[config.mk]
export PLATFORM = sky130hd
export DESIGN_NAME = l1a_readout_sched
export DESIGN_NICKNAME = d
export VERILOG_FILES = /design/src/rtl/l1a_readout_sched.sv
export SDC_FILE = /design/constraint.sdc
export NUM_CORES = 1
export LEC_CHECK = 0
export BUFFER_PORTS_ARGS = -buffer_cell sky130_fd_sc_hd__buf_2
export CAP_MARGIN = 25
export CELL_PAD_IN_SITES_DETAIL_PLACEMENT = 0
export CELL_PAD_IN_SITES_GLOBAL_PLACEMENT = 1
export CORE_MARGIN = 4
export CORE_UTILIZATION = 30
export CTS_BUF_LIST = sky130_fd_sc_hd__clkbuf_16
export CTS_CLUSTER_SIZE = 20
export DETAILED_ROUTE_END_ITERATION = 6
export GPL_TIMING_DRIVEN = 0
export PLACE_DENSITY_LB_ADDON = 0.1
export REMOVE_ABC_BUFFERS = 1
export SLEW_MARGIN = 20
export SYNTH_ARGS = -nofsm -noshare
export SYNTH_HDL_FRONTEND = slang
export SYNTH_SLANG_ARGS = --single-unit
[constraint.sdc]
create_clock -name i_clk -period 12.3 [get_ports i_clk]
set_input_delay 2.46 -clock i_clk [delete_from_list [all_inputs] [get_ports i_clk]]
set_output_delay 2.46 -clock i_clk [all_outputs]
set_load 0.03 [all_outputs]
[src/rtl/l1a_readout_sched.sv]
// Admits accepted L1As into a pending-event queue with raw/best memory reservation and
// hands events one at a time to the DAQ frame formatter. Optional watchdog: DAQ_TIMEOUT_EN.
module l1a_readout_sched #(
    parameter int unsigned QDEPTH_LOG2 = 3,
    parameter int unsigned ADDR_W      = 8,
    parameter int unsigned TIMEOUT     = 1023
) (
    input  logic                   i_clk,
    input  logic                   i_hard_rst,
    input  logic                   i_l1a_in,
    input  logic [11:0]            i_l1a_bxn,
    input  logic [ADDR_W-1:0]      i_raw_adw,
    input  logic [ADDR_W-1:0]      i_best_adw,
    input  logic [4:0]             i_fifo_tbins,
    input  logic [3:0]             i_l1a_window,
    output logic                   o_ro_start,
    output logic [ADDR_W-1:0]      o_ro_raw_adb,
    output logic [ADDR_W-1:0]      o_ro_best_adb,
    output logic [11:0]            o_ro_bxn,
    output logic [11:0]            o_ro_l1a_num,
    input  logic                   i_ro_done,
    output logic                   o_busy,
    output logic [QDEPTH_LOG2:0]   o_queue_count,
    output logic                   o_queue_full,
    output logic                   o_l1a_dropped,
    output logic [7:0]             o_drop_cnt,
    output logic                   o_ro_error
);
    localparam int unsigned QDEPTH = 2 ** QDEPTH_LOG2;
    localparam int unsigned SUM_W  = ADDR_W + 2;
    localparam int unsigned RES_W  = ADDR_W + 1;
    localparam logic [SUM_W-1:0] MEM_CAP = SUM_W'(1) << ADDR_W;

    typedef enum logic [2:0] {
        StIdle,
        StLoad,
        StStart,
        StWaitDone,
        StRelease
    } state_e;

    state_e r_state, w_state_next;

    logic [11:0]       r_q_bxn    [QDEPTH];
    logic [11:0]       r_q_num    [QDEPTH];
    logic [ADDR_W-1:0] r_q_raw    [QDEPTH];
    logic [ADDR_W-1:0] r_q_best   [QDEPTH];
    logic [4:0]        r_q_tbins  [QDEPTH];
    logic [3:0]        r_q_window [QDEPTH];

    logic [QDEPTH_LOG2-1:0] r_wr_ptr, r_rd_ptr;
    logic [QDEPTH_LOG2:0]   r_count, w_count_next;
    logic [RES_W-1:0]       r_raw_res, r_best_res;
    logic [11:0]            r_l1a_num;
    logic                   r_l1a_dropped;
    logic [7:0]             r_drop_cnt;
    logic [ADDR_W-1:0]      r_ro_raw_adb, r_ro_best_adb;
    logic [11:0]            r_ro_bxn, r_ro_l1a_num;

    logic             w_full, w_admit, w_pop, w_wdog_expire;
    logic [SUM_W-1:0] w_raw_sum, w_best_sum;
    logic [RES_W-1:0] w_raw_add, w_raw_sub, w_best_add, w_best_sub;

    // Admission uses the pre-release reservation, so a same-cycle release never helps.
    assign w_full     = (r_count == (QDEPTH_LOG2 + 1)'(QDEPTH));
    assign w_raw_sum  = SUM_W'(r_raw_res) + SUM_W'(i_fifo_tbins);
    assign w_best_sum = SUM_W'(r_best_res) + SUM_W'(i_l1a_window);
    assign w_admit    = i_l1a_in && !w_full && (w_raw_sum <= MEM_CAP) && (w_best_sum <= MEM_CAP);
    assign w_pop      = (r_state == StRelease);

    assign w_raw_add  = w_admit ? RES_W'(i_fifo_tbins) : '0;
    assign w_best_add = w_admit ? RES_W'(i_l1a_window) : '0;
    assign w_raw_sub  = w_pop ? RES_W'(r_q_tbins[r_rd_ptr]) : '0;
    assign w_best_sub = w_pop ? RES_W'(r_q_window[r_rd_ptr]) : '0;

    always_comb begin
        w_count_next = r_count;
        if (w_admit && !w_pop) begin
            w_count_next = r_count + 1'b1;
        end else if (!w_admit && w_pop) begin
            w_count_next = r_count - 1'b1;
        end
    end

    always_ff @(posedge i_clk) begin
        if (w_admit) begin
            r_q_bxn[r_wr_ptr]    <= i_l1a_bxn;
            r_q_num[r_wr_ptr]    <= r_l1a_num;
            r_q_raw[r_wr_ptr]    <= i_raw_adw;
            r_q_best[r_wr_ptr]   <= i_best_adw;
            r_q_tbins[r_wr_ptr]  <= i_fifo_tbins;
            r_q_window[r_wr_ptr] <= i_l1a_window;
        end
    end

    always_ff @(posedge i_clk) begin
        if (!i_hard_rst) begin
            r_state       <= StIdle;
            r_wr_ptr      <= '0;
            r_rd_ptr      <= '0;
            r_count       <= '0;
            r_raw_res     <= '0;
            r_best_res    <= '0;
            r_l1a_num     <= '0;
            r_l1a_dropped <= 1'b0;
            r_drop_cnt    <= '0;
            r_ro_raw_adb  <= '0;
            r_ro_best_adb <= '0;
            r_ro_bxn      <= '0;
            r_ro_l1a_num  <= '0;
        end else begin
            r_state    <= w_state_next;
            r_count    <= w_count_next;
            r_raw_res  <= r_raw_res + w_raw_add - w_raw_sub;
            r_best_res <= r_best_res + w_best_add - w_best_sub;
            if (w_admit) begin
                r_wr_ptr <= r_wr_ptr + 1'b1;
            end
            if (w_pop) begin
                r_rd_ptr <= r_rd_ptr + 1'b1;
            end
            // Every strobe consumes a number, so dropped L1As leave gaps.
            if (i_l1a_in) begin
                r_l1a_num <= r_l1a_num + 1'b1;
            end
            r_l1a_dropped <= i_l1a_in && !w_admit;
            if (i_l1a_in && !w_admit && (r_drop_cnt != 8'hFF)) begin
                r_drop_cnt <= r_drop_cnt + 1'b1;
            end
            if (r_state == StLoad) begin
                r_ro_raw_adb  <= r_q_raw[r_rd_ptr];
                r_ro_best_adb <= r_q_best[r_rd_ptr];
                r_ro_bxn      <= r_q_bxn[r_rd_ptr];
                r_ro_l1a_num  <= r_q_num[r_rd_ptr];
            end
        end
    end

`ifdef DAQ_TIMEOUT_EN
    logic [9:0] r_wdog;
    logic       r_ro_error;

    assign w_wdog_expire = (r_state == StWaitDone) && !i_ro_done &&
                           (r_wdog == 10'(TIMEOUT - 1));

    always_ff @(posedge i_clk) begin
        if (!i_hard_rst) begin
            r_wdog     <= '0;
            r_ro_error <= 1'b0;
        end else begin
            if (r_state == StStart) begin
                r_wdog <= '0;
            end else if (r_state == StWaitDone) begin
                r_wdog <= r_wdog + 1'b1;
            end
            if (w_wdog_expire) begin
                r_ro_error <= 1'b1;
            end
        end
    end

    assign o_ro_error = r_ro_error;
`else
    assign w_wdog_expire = 1'b0;
    assign o_ro_error    = 1'b0;
`endif

    always_comb begin
        w_state_next = r_state;
        unique case (r_state)
            StIdle:     if (r_count != '0) w_state_next = StLoad;
            StLoad:     w_state_next = StStart;
            StStart:    w_state_next = StWaitDone;
            StWaitDone: if (i_ro_done || w_wdog_expire) w_state_next = StRelease;
            StRelease:  w_state_next = StIdle;
            default:    w_state_next = StIdle;
        endcase
    end

    assign o_ro_start    = (r_state == StStart);
    assign o_busy        = (r_state != StIdle);
    assign o_ro_raw_adb  = r_ro_raw_adb;
    assign o_ro_best_adb = r_ro_best_adb;
    assign o_ro_bxn      = r_ro_bxn;
    assign o_ro_l1a_num  = r_ro_l1a_num;
    assign o_queue_count = r_count;
    assign o_queue_full  = w_full;
    assign o_l1a_dropped = r_l1a_dropped;
    assign o_drop_cnt    = r_drop_cnt;

endmodule

==> summary.txt <==
Logic synthesis
  • Synth cell count leaders: 392 x edfxtp_1, 98 x mux4_2, 95 x dfxtp_1, 85 x nand2_1, 59 x mux2i_1
  • Synth area leaders: edfxtp_1 60%, mux4_2 11%, dfxtp_1 9.6%
  • Synthesized area: roughly 20,000 sq um
  • Unique cell type count in the Yosys netlist: 45
  • Number of enable flip-flop cells after synthesis: 392
  • Ys async rst share: 0
  • Post-synthesis register bit count: about 490
  • Synth Warn #: 0
  • Seq/Total Area, Yosys: 0.692
  • Synth area leader: edfxtp_1
  • Post-synth top area share: 0.596
  • Syn Area/Cell: ~17 sq um
  • Most frequent cell after synthesis: edfxtp_1
  • Post-Synthesis Cells: around 1,100
  • Primary FF master, synth: edfxtp_1

Timing
  • Tcrit/Tclk final: 0.577
  • Count of pins over their slew limit: 0
  • Unrepaired setup endpoints after global routing: false
  • Setup Skew: between 0.015 and 0.02 ns
  • Worst Tran Pin Value: around 1 ns
  • Setup violators final: 0
  • Fmax: 0.141 GHz
  • Setup_tns: 0 ns
  • Final hold vios: 0
  • Final Critical Period: roughly 7.1 ns
  • Slew HR: 0.315

Floorplanning
  • Core Area: about 65,000 sq um
  • Rows: 93
  • Die X: between 200 and 300 um
  • Die Area: roughly 70,000 sq um
  • # IOs: slightly below 100
  • DIE HEIGHT: 265 um
  • Starting Density: 0.305

Placement
  • Dpl cell area: about 22,000 sq um
  • Post-DP HPWL: between 20,000 and 30,000 um
  • IO Port Bufs: 96
  • Gpl congestion: roughly 0.66

Global routing
  • Met3 usage: 0.0229
  • Gr busiest metal: met2
  • All-layer global routing usage: 0.130
  • Met2 usage: 0.218
  • Met1 usage: 0.175
  • Largest net degree at the start of global routing: 64
  • Grt ovf: 0
  • Vias in the first global route: between 10,000 and 15,000
  • Initial antenna violation count: 2
  • First-pass GRT wire length: around 70,000 um

Job
  • Max-cap viol count: 0

Clock network
  • CTS Hold Bufs: 0
  • Clock sink total: a little under 500
  • Worst-Skew Late Latency: 0.61 ns
  • Worst-path clk slew: about 0.060 ns
  • TritonCTS Buffers: 56
  • CTS HTree Levels: 2
  • CTS root buffer: clkbuf_16
  • Max Root-Sink Buffers: 3
  • CTS tree: yes
  • Cts repair resizes: 0
  • Post-CTS setup repair buffer count: 0

Route
  • DRC: 0
  • Router iterations before antenna repair: 4
  • Via density: 4.65
  • Final wirelength: ~45,000 um
  • First DRT Iteration DRCs: around 460
  • Post-DR wirelength/cell: 20.6 um
  • Detail Route Antenna Nets: 0
  • Vias: between 10,000 and 15,000

Critical path
  • Worst Path Arrival: around 7.6 ns
  • Setup Crit Path Kind: input pin to flip-flop
  • CP Capture Type: flip-flop
  • Critical Path RT: roughly 13 ns
  • Reg2reg path depth: 19
  • Crit Path Max Fanout: 16
  • CP startpoint kind: input pin

Power and ir drop
  • Pwr dens: around 190 nW/um^2
  • Peak VDD IR: about 0.00009 V
  • Leakage: roughly 8.5 nW

Cells and area
  • Syn-to-layout area delta: 20.1%
  • Fillers: between 6,000 and 7,000
  • Share of cells above drive strength 1: 0.249
  • NumNets Final: 1,383
  • Fin area: roughly 24,000 sq um

Worst hold path
  • Worst Hold Depth: 2
  • Hold crit path type: flip-flop to flip-flop

Run status
  • Outcome: finished clean
-- kinds of logic after synthesis --
family,Yosys count,share of synthesized area
multiplexers,157,0.142
AND/OR/NAND/NOR,202,0.0494
other,1,0.000190
XOR/XNOR,34,0.0151
flip-flops,487,0.692
AO/OA/AOI/OAI,107,0.0440
adder cells (fa/ha/maj),53,0.0381
buffers and inverters,95,0.0193
-- placed cells by master (no fill, tap or decap), types with 8 or more instances in the layout --
cell type  instances
edfxtp_1         392
mux4_2            98
buf_2             95
dfxtp_1           91
nand2_1           85
inv_1             64
mux2i_1           59
clkbuf_16         56
ha_1              41
o211a_1           40
and2_1            31
xnor2_1           26
buf_4             21
nor2_1            19
a21oi_1           19
nand3_1           14
buf_12            14
fa_1              12
clkinv_1          12
buf_16            11
o21ai_0           10
nand2b_1          10
and3_1             9
a21o_1             8
xor2_1             8
-- registers in the layout, summed over array words and instances, names as in the netlist, named ones only --
| signal | flops |
|---|---|
| o_ro_bxn | 12 |
| r_rd_ptr | 3 |
| r_q_raw | 64 |
| r_q_best | 64 |
| r_state | 3 |
| o_l1a_dropped | 1 |
| r_best_res | 9 |
| r_q_num | 96 |
| r_q_bxn | 96 |
| o_ro_l1a_num | 12 |
| r_l1a_num | 12 |
| r_q_window | 32 |
| o_drop_cnt | 8 |
| r_wr_ptr | 3 |
| r_raw_res | 9 |
| o_ro_raw_adb | 8 |
| o_ro_best_adb | 8 |
| o_queue_count | 4 |
| r_q_tbins | 40 |
-- area by class of cell --
cell class | count | area (sq um) | area share
clock buffer | 56 | 1400 | 0.0591
timing repair buffer | 148 | 1290 | 0.0546
sequential | 487 | 13700 | 0.577
inverter | 42 | 158 | 0.00665
clock inverter | 49 | 343 | 0.0145
multi-input combinational | 554 | 5760 | 0.243
tap | 855 | 1070 | 0.0451
antenna | 1 | 2.50 | 0.000106
-- routing by layer --
| metal | vias to the layer above | routed length (um) | part of all wire |
|---|---|---|---|
| li1 | 4714 | - | - |
| met1 | 5235 | 20600 | 0.46 |
| met2 | 162 | 21800 | 0.48 |
| met3 | 75 | 1740 | 0.039 |
| met4 | 2 | 919 | 0.020 |
| met5 | - | 13 | 0.00029 |
-- worst paths after layout --
kind	startpoint	endpoint	slack (ns)
max	i_l1a_window[0]	r_best_res[8]	5.20
min	r_wr_ptr[2]	r_wr_ptr[2]	0.49
max reg2reg	r_best_res[0]	r_best_res[8]	6.95
min reg2reg	r_wr_ptr[2]	r_wr_ptr[2]	0.49
-- report_power, final --
part | total (mW) | internal, mW | switching [mW]
clock | 1.57 | 0.893 | 0.674
sequential | 2.04 | 1.96 | 0.0841
combinational | 1.01 | 0.426 | 0.582
total | 4.62 | 3.28 | 1.34
-- through the flow --
stage                      util  hold WS, ns  power, mW  std cells  setup WS [ns]
after global routing      0.366        0.510       4.89       2191           4.72
after global placement    0.325        0.471       3.09       2034          -2.23
after detailed placement  0.339        0.479       3.11       2086           4.47
after CTS                 0.366        0.491       4.72       2191           5.13
final                     0.366        0.487       4.62       2192           5.20
after floorplan               -        0.454       2.77       1083           3.61
-- worst max-delay path, cell delays in order --
cell	delay, ns
buf_2	0.18
ha_1	0.25
fa_1	0.40
xor2_1	0.17
a2111oi_0	0.44
o21a_1	0.18
o2111ai_1	0.17
a221oi_4	0.66
buf_6	0.27
nand2_1	0.09
fa_1	0.48
inv_1	0.04
ha_1	0.31
nor2b_1	0.15
o21ai_0	0.22
a21boi_0	0.16
o21ai_0	0.33
a21oi_1	0.16
or3_1	0.35
a21boi_0	0.15
Note: power is estimated with default switching activity, not from simulation.
